<file path="config.mk">
export PLATFORM = sky130hd
export DESIGN_NAME = reg_write_queue
export DESIGN_NICKNAME = d
export VERILOG_FILES = /design/src/rtl/reg_write_queue_pkg.sv /design/src/rtl/reg_write_fifo.sv /design/src/rtl/reg_write_queue.sv
export SDC_FILE = /design/constraint.sdc
export NUM_CORES = 1
export LEC_CHECK = 0
export CAP_MARGIN = 20
export CORE_UTILIZATION = 61
export DETAILED_ROUTE_END_ITERATION = 6
export PLACE_DENSITY = 0.89
export RECOVER_POWER = 100
export SLEW_MARGIN = 20
export SYNTH_ARGS = -nofsm -noshare
export SYNTH_HDL_FRONTEND = slang
export SYNTH_SLANG_ARGS = --single-unit
</file>
<file path="constraint.sdc">
create_clock -name clk -period 6.8 [get_ports clk]
set_input_delay 0.68 -clock clk [delete_from_list [all_inputs] [get_ports clk]]
set_output_delay 0.68 -clock clk [all_outputs]
set_load 0.05 [all_outputs]
</file>
<file path="src/rtl/reg_write_queue_pkg.sv">
// Shared definitions for the register write-back queue: the hardwired register
// indices (same list the file register ties off) and the FIFO operation encoding.
package reg_write_queue_pkg;

    localparam int unsigned R_ZERO   = 0;
    localparam int unsigned R_9      = 9;
    localparam int unsigned R_10     = 10;
    localparam int unsigned R_11     = 11;
    localparam int unsigned R_12     = 12;
    localparam int unsigned DROP_MAX = 255;

    typedef enum logic [1:0] {
        OP_IDLE = 2'b00,
        OP_POP  = 2'b01,
        OP_PUSH = 2'b10,
        OP_BOTH = 2'b11
    } fifo_op_e;

    // Writes to these indices are discarded; reads of them never hazard.
    function automatic logic is_const_reg(input int unsigned idx);
        return (idx == R_ZERO) || (idx == R_9) || (idx == R_10) ||
               (idx == R_11) || (idx == R_12);
    endfunction

endpackage

</file>
<file path="src/rtl/reg_write_fifo.sv">
// Pending-write storage: circular buffer with head/tail/count, plus an
// oldest-first view of every slot and its valid bit for the hazard scan.
module reg_write_fifo
    import reg_write_queue_pkg::*;
#(
    parameter  int unsigned DATA_WIDTH = 16,
    parameter  int unsigned ADDR_WIDTH = 4,
    parameter  int unsigned DEPTH      = 4,
    localparam int unsigned PTR_W      = $clog2(DEPTH),
    localparam int unsigned CNT_W      = PTR_W + 1
) (
    input  logic                  i_clk,
    input  logic                  i_reset_n,
    input  logic                  i_flush,
    input  logic                  i_push,
    input  logic [ADDR_WIDTH-1:0] i_push_addr,
    input  logic [DATA_WIDTH-1:0] i_push_data,
    input  logic                  i_pop,
    output logic [CNT_W-1:0]      o_count,
    output logic [ADDR_WIDTH-1:0] o_head_addr,
    output logic [DATA_WIDTH-1:0] o_head_data,
    output logic [ADDR_WIDTH-1:0] o_age_addr  [DEPTH],
    output logic [DATA_WIDTH-1:0] o_age_data  [DEPTH],
    output logic                  o_age_valid [DEPTH]
);

    logic [ADDR_WIDTH-1:0] r_mem_addr [DEPTH];
    logic [DATA_WIDTH-1:0] r_mem_data [DEPTH];
    logic [PTR_W-1:0]      r_head;
    logic [PTR_W-1:0]      r_tail;
    logic [CNT_W-1:0]      r_count;
    fifo_op_e              w_op;

    assign w_op = fifo_op_e'({i_push, i_pop});

    always_ff @(posedge i_clk) begin
        if (!i_reset_n || i_flush) begin
            r_head  <= '0;
            r_tail  <= '0;
            r_count <= '0;
        end else begin
            case (w_op)
                OP_PUSH: begin
                    r_tail  <= r_tail + 1'b1;
                    r_count <= r_count + 1'b1;
                end
                OP_POP: begin
                    r_head  <= r_head + 1'b1;
                    r_count <= r_count - 1'b1;
                end
                OP_BOTH: begin
                    r_tail <= r_tail + 1'b1;
                    r_head <= r_head + 1'b1;
                end
                default: ;
            endcase
        end
    end

    always_ff @(posedge i_clk) begin
        if (i_reset_n && !i_flush && i_push) begin
            r_mem_addr[r_tail] <= i_push_addr;
            r_mem_data[r_tail] <= i_push_data;
        end
    end

    // Slot k of the view is the k-th oldest entry; pointer sum wraps naturally.
    always_comb begin
        for (int unsigned k = 0; k < DEPTH; k++) begin
            o_age_addr[k]  = r_mem_addr[r_head + PTR_W'(k)];
            o_age_data[k]  = r_mem_data[r_head + PTR_W'(k)];
            o_age_valid[k] = (CNT_W'(k) < r_count);
        end
    end

    assign o_count     = r_count;
    assign o_head_addr = r_mem_addr[r_head];
    assign o_head_data = r_mem_data[r_head];

endmodule

</file>
<file path="src/rtl/reg_write_queue.sv">
// Write-side front end of the file register: filters hardwired-register writes,
// queues the rest, drains one per cycle and forwards the newest pending value.
module reg_write_queue
    import reg_write_queue_pkg::*;
#(
    parameter int unsigned DATA_WIDTH = 16,
    parameter int unsigned ADDR_WIDTH = 4,
    parameter int unsigned DEPTH      = 4
) (
    input  logic                  clk,
    input  logic                  reset,
    input  logic                  flush,
    input  logic                  wb_hold,
    input  logic                  req_valid,
    output logic                  req_ready,
    input  logic [ADDR_WIDTH-1:0] req_addr,
    input  logic [DATA_WIDTH-1:0] req_data,
    input  logic [ADDR_WIDTH-1:0] rd_addr_a,
    input  logic [ADDR_WIDTH-1:0] rd_addr_b,
    output logic                  hazard_a,
    output logic                  hazard_b,
    output logic [DATA_WIDTH-1:0] fwd_a,
    output logic [DATA_WIDTH-1:0] fwd_b,
    output logic [ADDR_WIDTH-1:0] addr_d,
    output logic [DATA_WIDTH-1:0] data_bus,
    output logic                  rw,
    output logic [7:0]            drop_cnt
);

    localparam int unsigned CNT_W = $clog2(DEPTH) + 1;

    logic [CNT_W-1:0]      w_count;
    logic [ADDR_WIDTH-1:0] w_head_addr;
    logic [DATA_WIDTH-1:0] w_head_data;
    logic [ADDR_WIDTH-1:0] w_age_addr  [DEPTH];
    logic [DATA_WIDTH-1:0] w_age_data  [DEPTH];
    logic                  w_age_valid [DEPTH];
    logic                  w_req_const;
    logic                  w_ready;
    logic                  w_accept;
    logic                  w_push;
    logic                  w_rw;
    logic [7:0]            r_drop_cnt;

    assign w_req_const = is_const_reg(32'(req_addr));
    assign w_ready     = reset & ~flush & (w_count < CNT_W'(DEPTH));
    assign w_accept    = req_valid & w_ready;
    assign w_push      = w_accept & ~w_req_const;
    assign w_rw        = reset & ~flush & ~wb_hold & (w_count != '0);

    assign req_ready = w_ready;
    assign rw        = w_rw;
    assign addr_d    = w_rw ? w_head_addr : '0;
    assign data_bus  = w_rw ? w_head_data : '0;
    assign drop_cnt  = r_drop_cnt;

    reg_write_fifo #(
        .DATA_WIDTH (DATA_WIDTH),
        .ADDR_WIDTH (ADDR_WIDTH),
        .DEPTH      (DEPTH)
    ) u_fifo (
        .i_clk       (clk),
        .i_reset_n   (reset),
        .i_flush     (flush),
        .i_push      (w_push),
        .i_push_addr (req_addr),
        .i_push_data (req_data),
        .i_pop       (w_rw),
        .o_count     (w_count),
        .o_head_addr (w_head_addr),
        .o_head_data (w_head_data),
        .o_age_addr  (w_age_addr),
        .o_age_data  (w_age_data),
        .o_age_valid (w_age_valid)
    );

    // Oldest-to-youngest scan: a later match overwrites, so the youngest wins.
    always_comb begin
        hazard_a = 1'b0;
        hazard_b = 1'b0;
        fwd_a    = '0;
        fwd_b    = '0;
        for (int unsigned k = 0; k < DEPTH; k++) begin
            if (w_age_valid[k] && (w_age_addr[k] == rd_addr_a)) begin
                hazard_a = 1'b1;
                fwd_a    = w_age_data[k];
            end
            if (w_age_valid[k] && (w_age_addr[k] == rd_addr_b)) begin
                hazard_b = 1'b1;
                fwd_b    = w_age_data[k];
            end
        end
        if (!reset || is_const_reg(32'(rd_addr_a))) begin
            hazard_a = 1'b0;
            fwd_a    = '0;
        end
        if (!reset || is_const_reg(32'(rd_addr_b))) begin
            hazard_b = 1'b0;
            fwd_b    = '0;
        end
    end

    always_ff @(posedge clk) begin
        if (!reset) begin
            r_drop_cnt <= '0;
        end else if (w_accept && w_req_const && (r_drop_cnt != 8'(DROP_MAX))) begin
            r_drop_cnt <= r_drop_cnt + 8'd1;
        end
    end

endmodule

</file>
==> results.json <==
{
  "path_buf_inv": 2,
  "post_cts_buffers": 0,
  "synth.ff_latch_count": 97,
  "violations": "max-capacitance violations, max-slew violations",
  "crit_start": "u_fifo.r_head[0]",
  "synth_ff_type": "edfxtp_1",
  "power.total_mw": 1.22,
  "insertion_delay_ns": 0.34,
  "holdPathStages": 2,
  "viasPerCell": 6.88,
  "wl_um": 20700,
  "fmax_ghz": 0.172,
  "p_seq_frac": 0.531,
  "hp-class": "reg2reg",
  "crit_required_ns": 6.12,
  "ys_seq_area_frac": 0.382,
  "path_depth": 8,
  "ir_worst_vdd_mv": 0.244,
  "diodes": 0,
  "fin_nets": 789,
  "static-leakage-power_nw": 2.74,
  "port_buffers": 96,
  "n_fill_cell": 815,
  "wl_per_cell_um": 23.2,
  "reg2reg_to": "u_fifo.r_mem_data[2][8]",
  "syn_nets": 731,
  "grt_pass1_wl_um": 32600,
  "maxCapViolCount": 4,
  "switching_power_uw": 270,
  "cts_made_buffers": 9,
  "start_util": 0.628,
  "finalSetupTns_ns": 0,
  "htreeDepth": 3,
  "maxSlewViolCount": 84,
  "drc": 0,
  "final_layout_size_suffix_gt1_frac": 0.108,
  "synth-edff-count": 80,
  "rsz0062_at_grt": "false",
  "worst_pin_slew_ns": 1.61,
  "globalplace.congestion": 0.955,
  "worstPathCellList": "clkbuf_2, mux4_2, xor2_1, nor2_1, nand4_1, nand2b_1, o221ai_1, dlygate4sd3_1",
  "root_buffer": "clkbuf_16",
  "vias": 6133,
  "cts_tree": "built",
  "reg2reg_from": "u_fifo.o_count[2]",
  "crit_path_end_kind": "primary output",
  "cts_resized": 0,
  "grt.busiest_layer": "met2",
  "cpLargestDelayFamily": "buffers and inverters",
  "switching_share": 0.221,
  "grt_util_met3": 0.0719,
  "dieHeight_um": 110,
  "min_period_over_period": 0.853,
  "track_usage": 0.344,
  "r2r.worst_path.cells": 3,
  "hpwl_um": 14900,
  "criticalPathCategory": "reg2out",
  "hold_violations": 0,
  "cts.clk_slew.worst_paths_ns": 0.06,
  "cts_hold_buffers": 0,
  "combPwrFrac": 0.083,
  "grt_overflow_total": 0,
  "dieArea_um2": 12200,
  "grt_use_met1": 0.499,
  "finalSetupViolCount": 0,
  "worstPathMaxFanout": 69,
  "critPathSlowestCell": "clkbuf_2",
  "drtPass1Iterations": 6,
  "clkPwrFrac": 0.386,
  "period_minus_slack_ns": 5.80,
  "ant_nets": 0,
  "clock-sinks": 97,
  "synthArstFlopShare": 0,
  "pwr_density_cell_nw_per_um2": 146,
  "maxSlewHeadroom": -0.0734,
  "ff2ff_setup_slack_ns": 3.94,
  "grt_pass1_vias": 5965,
  "rows": 39,
  "pin_count": 97,
  "outcome": "complete, but fails checks",
  "area_delta_synth_final_pct": 17.0,
  "post_synth_num_cell_types": 59,
  "fin_worst_skew_ns": 0.00588,
  "start_kind": "register",
  "syn_avg_cell_area_um2": 10.5,
  "crit_end": "fwd_a[3]",
  "syn_area_um2": 7170,
  "met2_usage": 0.520,
  "die_w_um": 110,
  "grt_max_degree": 70,
  "dr.first_iter.drc_count": 920,
  "cts_buffer_depth": 2,
  "synth_warnings": 0,
  "worstPathArrival_ns": 5.12,
  "core_area_um2": 11400,
  "syn_inst": 686,
  "antenna_found_initial": 0,
  "intPower_uw": 954,
  "critPathMaxStageDelay_ns": 1.13
}
## worst min path at each step
| stage | startpoint | end |
|---|---|---|
| 3_5_place_dp | u_fifo.r_tail[1] | u_fifo.r_tail[1] |
| 2_1_floorplan | u_fifo.r_tail[1] | u_fifo.r_tail[1] |
| 3_3_place_gp | u_fifo.r_tail[1] | u_fifo.r_tail[1] |
| 5_1_grt | u_fifo.r_tail[1] | u_fifo.r_tail[1] |
| 6_report | drop_cnt[4] | drop_cnt[4] |
| 4_1_cts | u_fifo.r_tail[1] | u_fifo.r_tail[1] |
## kinds of logic after synthesis
family          count (synthesis)  synth area share
simple gates                  190             0.139
compound gates                146             0.131
mux                           116             0.221
flops                          97             0.382
buf+inv                        79            0.0485
xor+xnor                       46            0.0572
fa+ha+maj                      12            0.0209
## registers in the layout (all words and copies together), names as in the netlist, named ones only
register / count
drop_cnt: 8
u_fifo.o_count: 3
u_fifo.r_head: 2
u_fifo.r_mem_addr: 16
u_fifo.r_mem_data: 64
u_fifo.r_tail: 2
## stage by stage
step,std cells,hold slack [ns],area [um2],util,worst slack (ns)
after floorplan,686,0.465,7170,-,2.22
after global placement,876,0.476,8110,0.710,2.08
after detailed placement,876,0.511,8110,0.711,1.95
after CTS,892,0.521,8400,0.735,1.57
after global routing,892,0.553,8390,0.735,0.747
final,892,0.525,8390,0.735,0.998
## power by group through the flow
stage / combinational [mW] / clock [mW] / sequential [mW]
5_1_grt: 0.108 / 0.499 / 0.651
4_1_cts: 0.102 / 0.475 / 0.650
3_3_place_gp: 0.0985 / 0 / 0.662
2_1_floorplan: 0.0592 / 0 / 0.663
3_5_place_dp: 0.101 / 0 / 0.663
6_report: 0.101 / 0.473 / 0.650
## synth_stat cells, drive strengths merged (2+ instances only)
cell type | count | share of area
mux4 | 31 | 0.099
nand2b | 27 | 0.024
a311oi | 2 | 0.0024
nor2b | 4 | 0.0035
nand4 | 5 | 0.0073
and4 | 2 | 0.0024
edfxtp | 80 | 0.34
nor2 | 51 | 0.027
a21boi | 2 | 0.0021
a31oi | 28 | 0.024
mux2 | 18 | 0.028
inv | 22 | 0.012
dfxtp | 17 | 0.047
nor3 | 36 | 0.027
ha | 12 | 0.021
nand2 | 28 | 0.015
o211ai | 3 | 0.0038
o22ai | 3 | 0.0026
buf | 27 | 0.021
xor2 | 19 | 0.023
a21oi | 37 | 0.026
xnor2 | 27 | 0.034
or2b | 3 | 0.0031
clkbuf | 30 | 0.016
and2 | 17 | 0.015
mux2i | 67 | 0.094
nand3 | 4 | 0.0028
o21ai | 33 | 0.023
or3 | 4 | 0.0035
and3 | 2 | 0.0017
or2 | 2 | 0.0017
o221ai | 28 | 0.034
## per-layer routing
layer	vias to the layer above	routed length (um)
met5	-	0
met4	0	371
met3	47	2560
met2	443	9350
met1	2926	8390
li1	2717	-
## placed cells by master (no fill, tap or decap), types with 3 or more instances in the layout
master           Yosys  final
clkbuf_16            0      9
or3_1                4      4
mux2_2              18     18
a31oi_1             28     28
nor2b_1              4      4
xnor2_1             26     26
clkdlybuf4s50_1      0     13
mux4_1               3      3
o21ai_0             33     33
and2_0               0      9
a21oi_1             37     36
nor3_1              34     34
mux2i_1             67     67
inv_1               22     22
mux4_2              28     28
ha_1                12     12
o221ai_1            28     28
or2b_1               3      3
nor2_1              50     50
o22ai_1              3      3
xor2_1              19     19
nand2b_1            27     27
nand3_1              4      4
edfxtp_1            80     80
buf_4                3      6
nand4_1              3      3
and2_1              17      8
dfxtp_1             17     15
nand2_1             28     28
dlygate4sd3_1        0     83
## final cells by class
class,count,area [um2],share of cell area
Clock buffer,12,256,0.0306
Clock inverter,4,26.3,0.00313
Inverter,22,82.6,0.00984
Multi-Input combinational cell,510,4080,0.487
Sequential cell,97,2750,0.327
Tap cell,143,179,0.0213
Timing Repair Buffer,104,1010,0.121
## worst min-delay path: stages, from the launching register on
cell	delay (ns)
dfxtp_1	0.33
o21ai_0	0.07
a21boi_0	0.07
(Power assumes the default switching activity.)
